<file path="config.mk">
export PLATFORM = sky130hd
export DESIGN_NAME = fetch_unit
export DESIGN_NICKNAME = d
export VERILOG_FILES = /design/src/rtl/fetch_unit.sv
export SDC_FILE = /design/constraint.sdc
export NUM_CORES = 1
export LEC_CHECK = 0
export BUFFER_PORTS_ARGS = -buffer_cell sky130_fd_sc_hd__buf_2
export CORE_MARGIN = 2
export CORE_UTILIZATION = 59
export DETAILED_ROUTE_END_ITERATION = 7
export GPL_TIMING_DRIVEN = 0
export HOLD_SLACK_MARGIN = 0.08
export PLACE_DENSITY = 0.89
export SLEW_MARGIN = 40
export SYNTH_ARGS = -nofsm -noshare
export SYNTH_HDL_FRONTEND = slang
export SYNTH_SLANG_ARGS = --single-unit
</file>
<file path="constraint.sdc">
create_clock -name clk -period 12.3 [get_ports clk]
set_input_delay 1.23 -clock clk [delete_from_list [all_inputs] [get_ports clk]]
set_output_delay 1.23 -clock clk [all_outputs]
set_load 0.05 [all_outputs]
</file>
<file path="src/rtl/fetch_unit.sv">
// rtl/fetch_unit.sv - instruction fetch stage with one-entry hold buffer and redirect handling
//
// Purpose:
//   Holds the program counter, issues fetch requests to instruction memory and
//   presents each returned word exactly once on a registered IF/ID interface.
//   A one-entry hold buffer absorbs a word that returns while decode is stalled,
//   so a stall never drops or repeats an instruction. Redirects (jr > jump >
//   branch) retarget the PC immediately and squash anything in flight.
//
// Ports:
//   clk, reset            - clock; asynchronous active-high reset
//   imem_req, imem_addr   - fetch request and address (address is the PC)
//   imem_ready, imem_rdata- memory returns a word this cycle
//   stall                 - decode cannot accept a new instruction
//   redirect_base         - PC+4 of the redirecting instruction
//   branch_taken, branch_offset - conditional branch redirect, signed word offset
//   jump, jump_index      - absolute jump redirect within the current 256 MB region
//   jr, jr_target         - register-indirect redirect
//   if_valid, if_instr, if_pc, if_pc4 - registered IF/ID outputs

module fetch_unit #(
  parameter logic [31:0] RESET_PC = 32'h0000_0000
) (
  input  logic        clk,
  input  logic        reset,
  output logic        imem_req,
  output logic [31:0] imem_addr,
  input  logic        imem_ready,
  input  logic [31:0] imem_rdata,
  input  logic        stall,
  input  logic [31:0] redirect_base,
  input  logic        branch_taken,
  input  logic [15:0] branch_offset,
  input  logic        jump,
  input  logic [25:0] jump_index,
  input  logic        jr,
  input  logic [31:0] jr_target,
  output logic        if_valid,
  output logic [31:0] if_instr,
  output logic [31:0] if_pc,
  output logic [31:0] if_pc4
);

  typedef enum logic {
    ST_FETCH = 1'b0,
    ST_HOLD  = 1'b1
  } state_t;

  state_t      state_q, state_d;
  logic [31:0] pc_q, pc_d;
  logic        valid_q, valid_d;
  logic [31:0] instr_q, instr_d;
  logic [31:0] opc_q, opc_d;
  logic [31:0] opc4_q, opc4_d;
  logic [31:0] hbuf_instr_q, hbuf_instr_d;
  logic [31:0] hbuf_pc_q, hbuf_pc_d;
  logic [31:0] hbuf_pc4_q, hbuf_pc4_d;

  logic        out_open;
  logic        redirect;
  logic [31:0] pc_plus4;
  logic [31:0] branch_tgt;
  logic [31:0] jump_tgt;
  logic [31:0] jr_tgt;
  logic [31:0] redirect_tgt;

  // Target arithmetic is independent of state, so keep it outside the FSM.
  always_comb begin
    pc_plus4   = pc_q + 32'd4;
    branch_tgt = redirect_base + {{14{branch_offset[15]}}, branch_offset, 2'b00};
    jump_tgt   = {redirect_base[31:28], jump_index, 2'b00};
    jr_tgt     = jr_target & 32'hFFFF_FFFC;
    redirect   = jr | jump | branch_taken;
    if (jr) begin
      redirect_tgt = jr_tgt;
    end else if (jump) begin
      redirect_tgt = jump_tgt;
    end else begin
      redirect_tgt = branch_tgt;
    end
  end

  // The output register may take a new word when it is empty or being consumed.
  assign out_open = !valid_q || !stall;

  always_comb begin
    state_d      = state_q;
    pc_d         = pc_q;
    valid_d      = valid_q;
    instr_d      = instr_q;
    opc_d        = opc_q;
    opc4_d       = opc4_q;
    hbuf_instr_d = hbuf_instr_q;
    hbuf_pc_d    = hbuf_pc_q;
    hbuf_pc4_d   = hbuf_pc4_q;
    // Gated by reset so the request drops the moment reset asserts.
    imem_req     = (state_q == ST_FETCH) && !reset;

    if (redirect) begin
      // Redirect wins over stall and over any word returning this cycle;
      // the abandoned request is simply not reissued.
      pc_d         = redirect_tgt;
      valid_d      = 1'b0;
      state_d      = ST_FETCH;
      hbuf_instr_d = 32'h0;
      hbuf_pc_d    = 32'h0;
      hbuf_pc4_d   = 32'h0;
    end else begin
      case (state_q)
        ST_FETCH: begin
          if (imem_ready) begin
            pc_d = pc_plus4;
            if (out_open) begin
              valid_d = 1'b1;
              instr_d = imem_rdata;
              opc_d   = pc_q;
              opc4_d  = pc_plus4;
            end else begin
              // Decode is full and stalled: park the word instead of losing it.
              hbuf_instr_d = imem_rdata;
              hbuf_pc_d    = pc_q;
              hbuf_pc4_d   = pc_plus4;
              state_d      = ST_HOLD;
            end
          end else if (out_open) begin
            valid_d = 1'b0;
          end
        end
        ST_HOLD: begin
          // Entering HOLD implies valid_q=1, so the only release is stall=0.
          if (!stall) begin
            valid_d      = 1'b1;
            instr_d      = hbuf_instr_q;
            opc_d        = hbuf_pc_q;
            opc4_d       = hbuf_pc4_q;
            hbuf_instr_d = 32'h0;
            hbuf_pc_d    = 32'h0;
            hbuf_pc4_d   = 32'h0;
            state_d      = ST_FETCH;
          end
        end
        default: begin
          state_d = ST_FETCH;
        end
      endcase
    end
  end

  always_ff @(posedge clk or posedge reset) begin
    if (reset) begin
      state_q      <= ST_FETCH;
      pc_q         <= RESET_PC;
      valid_q      <= 1'b0;
      instr_q      <= 32'h0;
      opc_q        <= 32'h0;
      opc4_q       <= 32'h0;
      hbuf_instr_q <= 32'h0;
      hbuf_pc_q    <= 32'h0;
      hbuf_pc4_q   <= 32'h0;
    end else begin
      state_q      <= state_d;
      pc_q         <= pc_d;
      valid_q      <= valid_d;
      instr_q      <= instr_d;
      opc_q        <= opc_d;
      opc4_q       <= opc4_d;
      hbuf_instr_q <= hbuf_instr_d;
      hbuf_pc_q    <= hbuf_pc_d;
      hbuf_pc4_q   <= hbuf_pc4_d;
    end
  end

  assign imem_addr = pc_q;
  assign if_valid  = valid_q;
  assign if_instr  = instr_q;
  assign if_pc     = opc_q;
  assign if_pc4    = opc4_q;

endmodule

</file>
* Yosys cells after proc, flatten, opt, wreduce, memory -nomap -nowiden *
Cells that the tools add are included.

operators by class
  bitwise operators = 4
  mux-type cells = 41
  $add $sub $neg = 2
  reduce and logical (&&, ||, !) cells = 10
  eq/ne operators = 8

operators with widths
  kind                   count
  $mux 32                24
  $pmux 32 s2            6
  $add 32x3->32 const B  1
  $add 32x32->32         1
  $mux 1                 9
  $ne 3x3->1 const B     3
  $ne 2x2->1 const B     3
  $pmux 1 s2             2
  $reduce_and 2->1       2
  $reduce_and 4->1       1
  $logic_not 1->1        3
  $ne 3x2->1 const B     1
  $reduce_and 3->1       1
  $ne 2x1->1 const B     1
  $not 1->1              2
  $or 1x1->1             2
  $reduce_bool 2->1      1
  $logic_and 1x1->1      1
  $logic_or 1x1->1       1

word-level totals
  word-level logic and storage cells = 74
  output and inout port bits = 130
  register bits = 226

* Longest topological paths before layout *
  depth after elaboration = 6
  depth in mapped cells = 11
  depth with buffers taken out = 11

* Least setup slack after synthesis *
No wires, ideal clock.

  path type = input -> register
  start point = input redirect_base[13]
  end point = register pc_q[31] (netlist: imem_addr[31])
  cell stages on the path = 10
  data required time = 12218 ps
  setup slack = 8780 ps
  arrival = 3438 ps
  buffers on the path = 0
  cells stage by stage = ha_1 -> a21o_1 -> a311oi_2 -> o2bb2ai_1 -> a21o_1 -> a311o_2 -> nand4_2 -> a21boi_2 -> or4_1 -> a31oi_1

on the way
  longest elaborated chain between the ends = 4

ends and longest elaborated chain
  what                    line  RTL
  start: declaration      31    input logic [31:0] redirect_base,
  $add 32x32->32          70    branch_tgt = redirect_base + {{14{branch_offset[15]}}, branch_offset, 2'b00};
  $mux 32                 76    end else if (jump) begin
  $mux 32                 74    if (jr) begin
  $mux 32                 99    if (redirect) begin
  end signal: assignment  162   pc_q <= pc_d;
  end: declaration        50    logic [31:0] pc_q, pc_d;

Every way passes these cells.
A chain may end at the register's enable or synchronous reset.

* Final worst setup path *
  start point = input jump
  end point = register instr_q[28] (netlist: if_instr[28])

on the way
  longest elaborated chain between the ends = 4

ends and longest elaborated chain
  what                        line  RTL
  start: declaration          34    input logic jump,
  $or 1x1->1 (2 in series)    73    redirect = jr | jump | branch_taken;
  $not 1->1 (no line)         --
  $reduce_and 4->1 (no line)  --
  end signal: assignment      164   instr_q <= instr_d;
  end: declaration            52    logic [31:0] instr_q, instr_d;

Every way passes these cells.

==> results.cfg <==
[hold_path]
min_path_type = register to register
worstHoldStart = if_instr[23]

[synth]
synth_edf_count = 0
ys_async_sr_fraction = 1.00
yosys_warnings = 0
synth_cell_types = 59
avgSynthCellArea_sq_um = 9.30
synth_fp_nets = 1456
syn_area_sq_um = 11900
ys_seq_area_frac = 0.467
syn_inst = 1280
synth_flop_cell = dfrtp_1
ys_ff_latch = 222

[global_route]
grt_pass1_vias = 11262
grt_max_degree = 71
grt_overflow_total = 0
track_usage = 0.346
antenna_found_initial = 0
grt_first_pass_wirelength_microns = 59700

[worst_setup_path]
required_ns = 12.72
arrival_ns = 4.32
crit_fanout = 10
crit_start = jump
critPathMaxStageDelay_ns = 0.66
path_cells = buf_6 > clkinv_1 > nand2_1 > nor2_1 > o211ai_1 > clkbuf_1 > clkbuf_1 > clkbuf_1 > nand2_1 > o21ai_0
worstReg2RegStart = state_q
path_common_cell = clkbuf_1
crit_buf_inv = 5
critPathLaunchType = input port
cp_top_family = buffers and inverters
critPathKind = input port to register
cp-end-kind = register
cpMaxStageDelayCell = clkbuf_1

[final_layout]
fillCellCount = 1419
multiInputGateArea_sq_um = 5900
drive_above_1_share = 0.208
final_util = 0.736
area_growth_pct = 21.6
final_nets = 1754
register_area_sq_um = 5560

[timing]
tns_ns = 0
finalWorstSetupSlack_ns = 8.40
post-route-min-period_ns = 3.90
tightest_slew_ns = 0.869
fin_hold_ws_ns = 0.476
clock.fmax_ghz = 0.257
period_share = 0.317
finClkSkew_ns = 0.0116
hold_viol_final = 0
finalSetupViolations = 0
rsz0062_at_grt = false
slew_headroom = 0.418
slew_viol_final = 0

[place]
io_buffers = 271
dp_hpwl_microns = 28100
place_ws_ns = 8.05
place.gp.congestion = 0.915

[die]
die_h_microns = 146
start_util = 0.606
core-area_sq_um = 19700
fp-row-count = 51
die_w_microns = 146
num_io_pins = 275
die_area_sq_um = 21300

[route]
vias = 11331
first_iter_violations = 983
postRouteAntennaNets = 0
avgViaCountPerCell = 6.09
firstDrtPassIters = 6
drc = 0
finalWirelength_microns = 37600
wl_per_cell_microns = 20.2

[clock_tree]
cts-root-buf = clkbuf_16
postCtsSetupRepairBufs = 0
tritoncts = built
cts_buffer_depth = 3
cts_sinks = 222
cts_made_buffers = 22
clock_latency_ns = 0.51
cts-htree-levels = 1
cts_resized = 0
clk_pin_slew_worst_paths_ns = 0.06
postCtsHoldBufs = 0

[power_and_ir_drop]
power_mw = 2.25
p_leak_nw = 6.72
ir_drop_mv = 0.103
powerDensity_nw_per_um2 = 155

[status]
status = finished, final reports clean

[flow_run]
drv_cap = 0
## final timing paths
check	end	slack [ns]	depth (start not counted)
max	if_instr[28]	8.40	10
min	if_instr[23]	0.48	2
max reg2reg	if_instr[28]	9.20	7
min reg2reg	if_instr[23]	0.48	2
max in group asynchronous	if_pc[25]	10.68	4
min in group asynchronous	if_pc4[10]	0.71	2
## Yosys cell counts (all sizes together), types with 2 or more instances
master,n,area share
a211oi,7,0.0044
a21o,21,0.013
a21oi,101,0.042
a221oi,2,0.0015
a222oi,2,0.0017
a22o,34,0.025
a22oi,14,0.0088
a311oi,2,0.0020
a31oi,4,0.0021
a41oi,3,0.0022
and2,7,0.0037
and3,11,0.0060
and4,5,0.0037
buf,9,0.0048
clkbuf,84,0.030
dfrtp,222,0.47
ha,30,0.032
inv,9,0.0028
mux2i,73,0.061
nand2,210,0.066
nand2b,5,0.0026
nand3,14,0.0059
nand3b,34,0.021
nand4,8,0.0047
nor2,65,0.021
nor2b,5,0.0026
nor3,11,0.0046
o211ai,6,0.0038
o21a,4,0.0025
o21ai,159,0.067
o21bai,6,0.0038
o221ai,6,0.0044
o22ai,11,0.0058
o2bb2ai,2,0.0015
o31ai,4,0.0025
or3,5,0.0026
xnor2,46,0.034
xor2,26,0.019
## area by class of cell
type	count	area share
sequential	222	0.384
inverter	10	0.00311
timing repair buffer	274	0.0994
buffer	93	0.0287
clock inverter	9	0.00830
multi-input combinational	955	0.407
tap	265	0.0229
antenna	1	0.000173
clock buffer	31	0.0460
## placed cells by master (no fill, tap or decap), types with 4 or more instances in the layout
master       n
nand4_1      7
clkbuf_8    10
dfrtp_1    222
o21a_1       4
o22ai_1     11
o21ai_0    158
o221ai_1     6
xnor2_1     46
a22o_1      34
clkbuf_1    81
o211ai_1     6
a31oi_1      4
a21o_1      21
nor2b_1      5
mux2i_1     73
xor2_1      26
o31ai_1      4
a22oi_1     14
a21oi_1    101
nand3b_1    34
a211oi_1     7
or3_1        5
nand2b_1     5
nor2_1      65
clkbuf_16   23
clkinv_2     6
nand3_1     14
and4_1       5
nand2_1    210
and3_1       9
and2_1       7
ha_1        30
inv_1        8
o21bai_1     6
nor3_1      11
buf_2      272
## stage by stage
step	std cells	cell area, sq um
6_report	1860	14500
5_1_grt	1859	14500
4_1_cts	1859	14500
3_5_place_dp	1819	13700
3_3_place_gp	1816	13600
2_1_floorplan	1280	11900
## metal layers
metal | vias to the layer above | track usage | share of wire
met5 | - | 0 | 0
met3 | 116 | 0.0628 | 0.10
met4 | 0 | 0.130 | 0.039
met2 | 681 | 0.583 | 0.48
met1 | 5401 | 0.449 | 0.38
li1 | 5133 | - | -
## where the power goes
| part | internal, mW | total [mW] | switching (mW) |
|---|---|---|---|
| Combinational | 0.169 | 0.661 | 0.492 |
| Sequential | 0.805 | 0.863 | 0.0581 |
| Clock | 0.440 | 0.725 | 0.285 |
## registers in the layout, indices dropped and copies added, names as in the netlist
name and flops:
if_pc 32, if_instr 32, if_pc4 30, hbuf_pc4_q 30
imem_addr 32, hbuf_instr_q 32, state_q 1, if_valid 1
hbuf_pc_q 32
## tightest hold or removal path, stage by stage (launching register included)
cell	delay (ns)
dfrtp_1	0.34
nand2_1	0.04
o21ai_0	0.06
## kinds of logic (layout without fill, tap and decap cells)
logic type / count (synthesis) / in the layout / synth area share
xor+xnor: 72 / 72 / 0.0530
simple gates: 385 / 385 / 0.148
buf+inv: 103 / 417 / 0.0378
other cells: 0 / 1 / 0
flops: 222 / 222 / 0.467
fa+ha+maj: 31 / 31 / 0.0332
compound gates: 394 / 394 / 0.199
mux: 73 / 73 / 0.0614
(Power assumes the default switching activity.)
